===== src/rtl/life_gen_sequencer.sv =====
// Row-by-row Game-of-Life generation sequencer over a double-banked cell memory.
// Optional handshake watchdog enabled by defining LIFE_SEQ_TIMEOUT_EN.
//
// state | meaning
// ------+--------------------------------------------------------------
// IDLE  | waiting for step or run_en
// WAIT  | free-run pacing, DELAY cycles (at least one) before READ
// READ  | three neighbour-row reads: (r-1), r, (r+1) with toroidal wrap
// CALC  | engine started; waiting for eng_done
// WRITE | result row written into the shadow bank
// SWAP  | bank toggle, gen_count increment, gen_done pulse
module life_gen_sequencer #(
  parameter int ROWS    = 16,
  parameter int ROW_AW  = 4,
  parameter int DELAY   = 16,
  parameter int GEN_W   = 16,
  parameter int TIMEOUT = 64
) (
  input  logic              clk,
  input  logic              reset,
  input  logic              run_en,
  input  logic              step,
  output logic              rd_req,
  output logic [ROW_AW-1:0] rd_row,
  output logic [1:0]        rd_sel,
  input  logic              rd_ack,
  output logic              eng_start,
  input  logic              eng_done,
  output logic              wr_req,
  output logic [ROW_AW-1:0] wr_row,
  input  logic              wr_ack,
  output logic              bank,
  output logic              busy,
  output logic              gen_done,
  output logic [GEN_W-1:0]  gen_count,
  output logic              err
);

  localparam logic [2:0] S_IDLE  = 3'd0;
  localparam logic [2:0] S_WAIT  = 3'd1;
  localparam logic [2:0] S_READ  = 3'd2;
  localparam logic [2:0] S_CALC  = 3'd3;
  localparam logic [2:0] S_WRITE = 3'd4;
  localparam logic [2:0] S_SWAP  = 3'd5;

  localparam logic [ROW_AW-1:0] LAST_ROW = ROW_AW'(ROWS - 1);

  // WAIT lasts max(DELAY,1) cycles: load DELAY-1 and leave on terminal count.
  localparam int DLY_W = (DELAY > 1) ? $clog2(DELAY) : 1;
  localparam logic [DLY_W-1:0] DLY_LOAD = (DELAY > 0) ? DLY_W'(DELAY - 1) : '0;

  logic [2:0]        state;
  logic [ROW_AW-1:0] row;
  logic [DLY_W-1:0]  dly_cnt;
  logic [ROW_AW-1:0] row_prev;
  logic [ROW_AW-1:0] row_next;
  logic              done_ok;
  logic              wd_expire;

  assign row_prev = (row == '0) ? LAST_ROW : row - 1'b1;
  assign row_next = (row == LAST_ROW) ? '0 : row + 1'b1;

  // eng_done is ignored in the cycle eng_start is high.
  assign done_ok = (state == S_CALC) && !eng_start && eng_done;

`ifdef LIFE_SEQ_TIMEOUT_EN
  localparam int WD_W = $clog2(TIMEOUT + 1);

  logic            wait_cyc;
  logic [WD_W-1:0] wd_cnt;
  logic            err_q;

  assign wait_cyc = ((state == S_READ)  && !rd_ack) ||
                    ((state == S_CALC)  && !done_ok) ||
                    ((state == S_WRITE) && !wr_ack);
  assign wd_expire = wait_cyc && (wd_cnt == WD_W'(TIMEOUT - 1));
  assign err = err_q;

  always_ff @(posedge clk or negedge reset) begin
    if (!reset) begin
      wd_cnt <= '0;
      err_q  <= 1'b0;
    end else begin
      if (wd_expire)
        err_q <= 1'b1;
      if (wait_cyc && !wd_expire)
        wd_cnt <= wd_cnt + 1'b1;
      else
        wd_cnt <= '0;
    end
  end
`else
  assign wd_expire = 1'b0;
  assign err       = 1'b0;
`endif

  always_ff @(posedge clk or negedge reset) begin
    if (!reset) begin
      state     <= S_IDLE;
      row       <= '0;
      dly_cnt   <= '0;
      rd_req    <= 1'b0;
      rd_row    <= '0;
      rd_sel    <= 2'd0;
      eng_start <= 1'b0;
      wr_req    <= 1'b0;
      wr_row    <= '0;
      bank      <= 1'b0;
      busy      <= 1'b0;
      gen_done  <= 1'b0;
      gen_count <= '0;
    end else begin
      gen_done <= 1'b0;
      if (wd_expire) begin
        state     <= S_IDLE;
        row       <= '0;
        rd_req    <= 1'b0;
        eng_start <= 1'b0;
        wr_req    <= 1'b0;
        busy      <= 1'b0;
      end else begin
        case (state)
          S_IDLE: begin
            if (!err) begin
              if (step) begin
                state  <= S_READ;
                row    <= '0;
                rd_req <= 1'b1;
                rd_row <= LAST_ROW;
                rd_sel <= 2'd0;
                busy   <= 1'b1;
              end else if (run_en) begin
                state   <= S_WAIT;
                dly_cnt <= DLY_LOAD;
              end
            end
          end
          S_WAIT: begin
            if (!run_en) begin
              state <= S_IDLE;
            end else if (dly_cnt == '0) begin
              state  <= S_READ;
              row    <= '0;
              rd_req <= 1'b1;
              rd_row <= LAST_ROW;
              rd_sel <= 2'd0;
              busy   <= 1'b1;
            end else begin
              dly_cnt <= dly_cnt - 1'b1;
            end
          end
          S_READ: begin
            if (rd_ack) begin
              case (rd_sel)
                2'd0: begin
                  rd_sel <= 2'd1;
                  rd_row <= row;
                end
                2'd1: begin
                  rd_sel <= 2'd2;
                  rd_row <= row_next;
                end
                default: begin
                  rd_req    <= 1'b0;
                  eng_start <= 1'b1;
                  state     <= S_CALC;
                end
              endcase
            end
          end
          S_CALC: begin
            eng_start <= 1'b0;
            if (done_ok) begin
              state  <= S_WRITE;
              wr_req <= 1'b1;
              wr_row <= row;
            end
          end
          S_WRITE: begin
            if (wr_ack) begin
              wr_req <= 1'b0;
              if (row == LAST_ROW) begin
                state     <= S_SWAP;
                bank      <= ~bank;
                gen_count <= gen_count + 1'b1;
                gen_done  <= 1'b1;
              end else begin
                // The new row's r-1 neighbour is the row just written.
                state  <= S_READ;
                row    <= row_next;
                rd_req <= 1'b1;
                rd_row <= row;
                rd_sel <= 2'd0;
              end
            end
          end
          S_SWAP: begin
            busy <= 1'b0;
            row  <= '0;
            if (run_en) begin
              state   <= S_WAIT;
              dly_cnt <= DLY_LOAD;
            end else begin
              state <= S_IDLE;
            end
          end
          default: state <= S_IDLE;
        endcase
      end
    end
  end

  logic unused_prev;
  assign unused_prev = ^row_prev;

endmodule


===== config.mk =====
export PLATFORM = sky130hd
export DESIGN_NAME = life_gen_sequencer
export DESIGN_NICKNAME = d
export VERILOG_FILES = /design/src/rtl/life_gen_sequencer.sv
export SDC_FILE = /design/constraint.sdc
export NUM_CORES = 1
export LEC_CHECK = 0
export ABC_AREA = 1
export CAP_MARGIN = 30
export CORE_ASPECT_RATIO = 0.9
export CORE_MARGIN = 8
export CORE_UTILIZATION = 40
export CTS_BUF_LIST = sky130_fd_sc_hd__clkbuf_4
export CTS_CLUSTER_DIAMETER = 50
export DETAILED_ROUTE_END_ITERATION = 16
export REMOVE_ABC_BUFFERS = 1
export SLEW_MARGIN = 20
export SYNTH_ARGS = -nofsm -noshare
export SYNTH_HDL_FRONTEND = slang
export SYNTH_SLANG_ARGS = --single-unit

===== constraint.sdc =====
create_clock -name clk -period 1.7 [get_ports clk]
set_input_delay 0.34 -clock clk [delete_from_list [all_inputs] [get_ports clk]]
set_output_delay 0.34 -clock clk [all_outputs]
set_load 0.05 [all_outputs]

==> impl_metrics.csv <==
group,metric,value,unit
worst_setup_path,critical_path.cell_chain,"inv_2 -> ha_2 -> nand3_1 -> nand2_2 -> nand2_1 -> nor2_4 -> buf_4 -> nand3_1 -> nand2_1",
run,max_cap_violations,0,
worst_setup_path,reg2reg_to,"rd_row[1]$_DFFE_PN0P_",
grt,antenna_found_initial,0,
route,avgViaCountPerCell,4.762,
route,antenna_violating_nets_post_route,0,
power,vdd_ir_drop_max,1.294,mV
placed_design,preCtsSetupSlack,-10.76,ps
final_layout,layout-area-overhead-vs-synth,27.47,%
worst_setup_path,startpoint_type,"flop",
timing,grt_setup_unrepaired,"no",
synthesis,yosys_register_bits,43,
final_layout,layout.cells.most_common_list,"152 x nand2_1, 47 x buf_4, 40 x dfrtp_1, 39 x nor2_1, 36 x inv_1",
synthesis,synth.area.top_cells,"dfrtp_1 42%, nand2_1 23%, nand3_1 6.3%",
power,internal_power_summed_over_all_cells,0.002274,W
timing,final-hold-violation-count,0,
worst_setup_path,rrSetupSlack,130,ps
worst_setup_path,cp-end-kind,"flop",
grt,groute.usage.overall,0.1466,
route,finalWirelength,6.403,mm
placed_design,place.detailed.hpwl,5.005,mm
final_layout,most_common_cell_after_layout_fill_and_taps_aside,"nand2_1",
die,floorplan.core_area,6115,µm²
route,initialDrtViolationCount,164,
synthesis,postSynthCellCount,362,
timing,report.final.slew_viol_count,0,
timing,setup-violations-final,0,
cts,clockRootBuffer,"clkbuf_4",
timing,fin_worst_hold_slack,437.6,ps
worst_setup_path,worst-endpoint-arrival,1860,ps
die,chipWidth,99.87,µm
synthesis,ys_warn_count,0,
placed_design,port_buffers,38,
power,power-per-cell-area,1397,nW/µm²
placed_design,placed_cells,497,
route,dr.pass1.iters,4,
synthesis,yosysUniqueCellTypes,29,
die,number_of_top_level_pins,40,
power,netSwitchingFraction,0.4958,
synthesis,post_syn_area,2532,µm²
cts,cts-buffers-inserted,5,
synthesis,share_of_the_synthesized_area_in_the_top_cell_type,0.4249,
route,drcViolationCount,0,
grt,grt_max_degree,29,
worst_setup_path,critical_path.reg2reg.startpoint,"dly_cnt[0]$_DFFE_PN0P_",
die,floorplan.die.height,91.49,µm
power,power.leakage,1.691,nW
final_layout,fraction_of_the_core_area_covered_by_cells_at_the_end_of_the_flow,0.5279,
worst_setup_path,timing.critical_path.required,1990,ps
timing,finalWorstPathRequiredPeriod,1571,ps
worst_setup_path,critical_path.endpoint,"rd_row[1]$_DFFE_PN0P_",
worst_setup_path,timing.reg2reg.worst_path_depth,9,
worst_setup_path,critical-path-max-stage-delay,420,ps
power,power.net_switching,0.002236,W
cts,cts_max_level,2,
placed_design,gpl.final_weighted_congestion,0.9185,
cts,cts_max_path_buffers,2,
die,initial_utilization,0.4142,
power,share_of_power_burned_in_combinational_logic,0.576,
final_layout,number_of_standard_cells_in_the_layout_taps_in_and_fillers_out,512,
timing,final_min_period_over_clock_period,0.9243,
timing,layout_setup_ws,128.6,ps
timing,final.setup_skew,8.860,ps
route,avgRoutedWirePerCell,12.51,µm
cts,tritoncts,"yes",
grt,first_pass_grt_wire_length,10.87,mm
final_layout,finalNetCount,435,
cts,clkSlewWorstSetupHoldPaths,120,ps
final_layout,fraction_of_layout_cells_with_a_size_suffix_above_1,0.2000,
power,p_total,0.004510,W
grt,overall_overflow_remaining_after_global_route,0,
die,die_area,9137,µm²
power,clk_pwr_share,0.105,
worst_setup_path,slowest_stage_cell_cp,"dfrtp_1",
worst_setup_path,critical_path_class,"flop to flop",
timing,max_freq,0.6364,GHz
worst_setup_path,critical_path.startpoint,"dly_cnt[0]$_DFFE_PN0P_",
cts,clk_latency,340,ps
route,route.vias.total,2438,
grt,grt_pass1_vias,2342,
synthesis,post_synth.cell_area_avg,6.996,µm²
final_layout,diode_insertion_count_for_antenna_repair,0,
synthesis,synth_largest_area_cell,"dfrtp_1",
cts,clock_sink_count,43,
die,number_of_rows_in_the_core_area,27,
status,run_status,"completed",
synthesis,yosysSeqAreaShare,0.4249,
power,seq_power_share,0.319,
worst_hold_path,holdCritPathClass,"input port to async pin",
worst_setup_path,worst-path-max-fanout,4,
## flip-flops by register name, summed over array words and instances, names as in the netlist, 2 cells and up
| signal | count |
|---|---|
| rd_sel | 2 |
| wr_row | 4 |
| state | 3 |
| gen_count | 16 |
| row | 4 |
| dly_cnt | 4 |
| rd_row | 4 |
## timing repair
| action | in CTS | in global routing |
|---|---|---|
| hold endpoints to repair | 15 | 0 |
| resized for setup | 0 | 13 |
| buffers inserted | 0 | 7 |
| setup endpoints to repair | 0 | 28 |
| hold buffers | 1 | 0 |
## worst min-delay path by stage
stage / start / end / slack, ps / cells past startpoint
finish: reset / dly_cnt[3]$_DFFE_PN0P_ / 440 / 2
floorplan: reset / bank$_DFFE_PN0P_ / 40 / 0
global route: reset / rd_req$_DFFE_PN0P_ / 460 / 2
detailed placement: reset / dly_cnt[1]$_DFFE_PN0P_ / 290 / 1
CTS: reset / dly_cnt[1]$_DFFE_PN0P_ / 430 / 2
global placement: reset / dly_cnt[1]$_DFFE_PN0P_ / 290 / 1
## power groups by stage
stage | logic, W | clock network (W) | registers [W]
4_1_cts | 0.00237 | 0.000507 | 0.00146
3_5_place_dp | 0.00235 | 0 | 0.00148
2_1_floorplan | 0.00130 | 0 | 0.00185
5_1_grt | 0.00289 | 0.000543 | 0.00147
6_report | 0.00260 | 0.000472 | 0.00144
3_3_place_gp | 0.00235 | 0 | 0.00148
## worst max-delay path: cells and delay by family (launching register included)
kind | cells | cell delay (ps)
AND/OR/NAND/NOR | 6 | 670
buffers and inverters | 2 | 240
adder cells (fa/ha/maj) | 1 | 190
flip-flops | 1 | 420
## cell type report
class	count	area (µm²)
well taps	87	108.9
clock inverters	2	8.758
clock buffers	5	37.54
flip-flops and latches	43	1080
repair buffers	60	538.0
fillers	607	2887
inverters	39	146.4
multi-input cells	276	1309
## stage by stage
step / instance area (µm²) / TNS (ps)
after detailed placement: 3083 / -26.34
after global placement: 3083 / 0
after floorplan: 2499 / 0
final: 3228 / 0
after global routing: 3228 / 0
after CTS: 3139 / 0
## cells in the mapped netlist (all sizes together)
cell / instances
conb: 1
a32oi: 1
a21boi: 1
mux2: 1
o21a: 1
nand3: 33
o31ai: 1
nor2: 48
o21ai: 11
nand4: 5
or2: 1
buf: 4
a21oi: 1
xor2: 3
dfrtp: 43
o32ai: 1
nand2: 156
nand3b: 2
xnor2: 5
inv: 39
nor3: 1
ha: 3
## metal layers
metal | track usage | vias up | part of all wire
li1 | - | 1258 | -
met3 | 0.03738 | 11 | 0.051
met2 | 0.2271 | 46 | 0.44
met4 | 0.04534 | 0 | 0.015
met1 | 0.1945 | 1123 | 0.50
met5 | 0 | - | 0
## cells by family (layout without fill, tap and decap cells)
group,Yosys count,count (layout),synth area share
and+or+nand+nor,246,246,0.4160
buffers and inverters,43,106,0.07115
adders and majority gates,3,3,0.01482
other,1,1,0.001481
DFF,43,43,0.4249
xor gates and xnor gates,8,8,0.02767
AOI/OAI and AO/OA,17,17,0.03953
muxes,1,1,0.004446
Note: power is estimated with default switching activity, not from simulation.
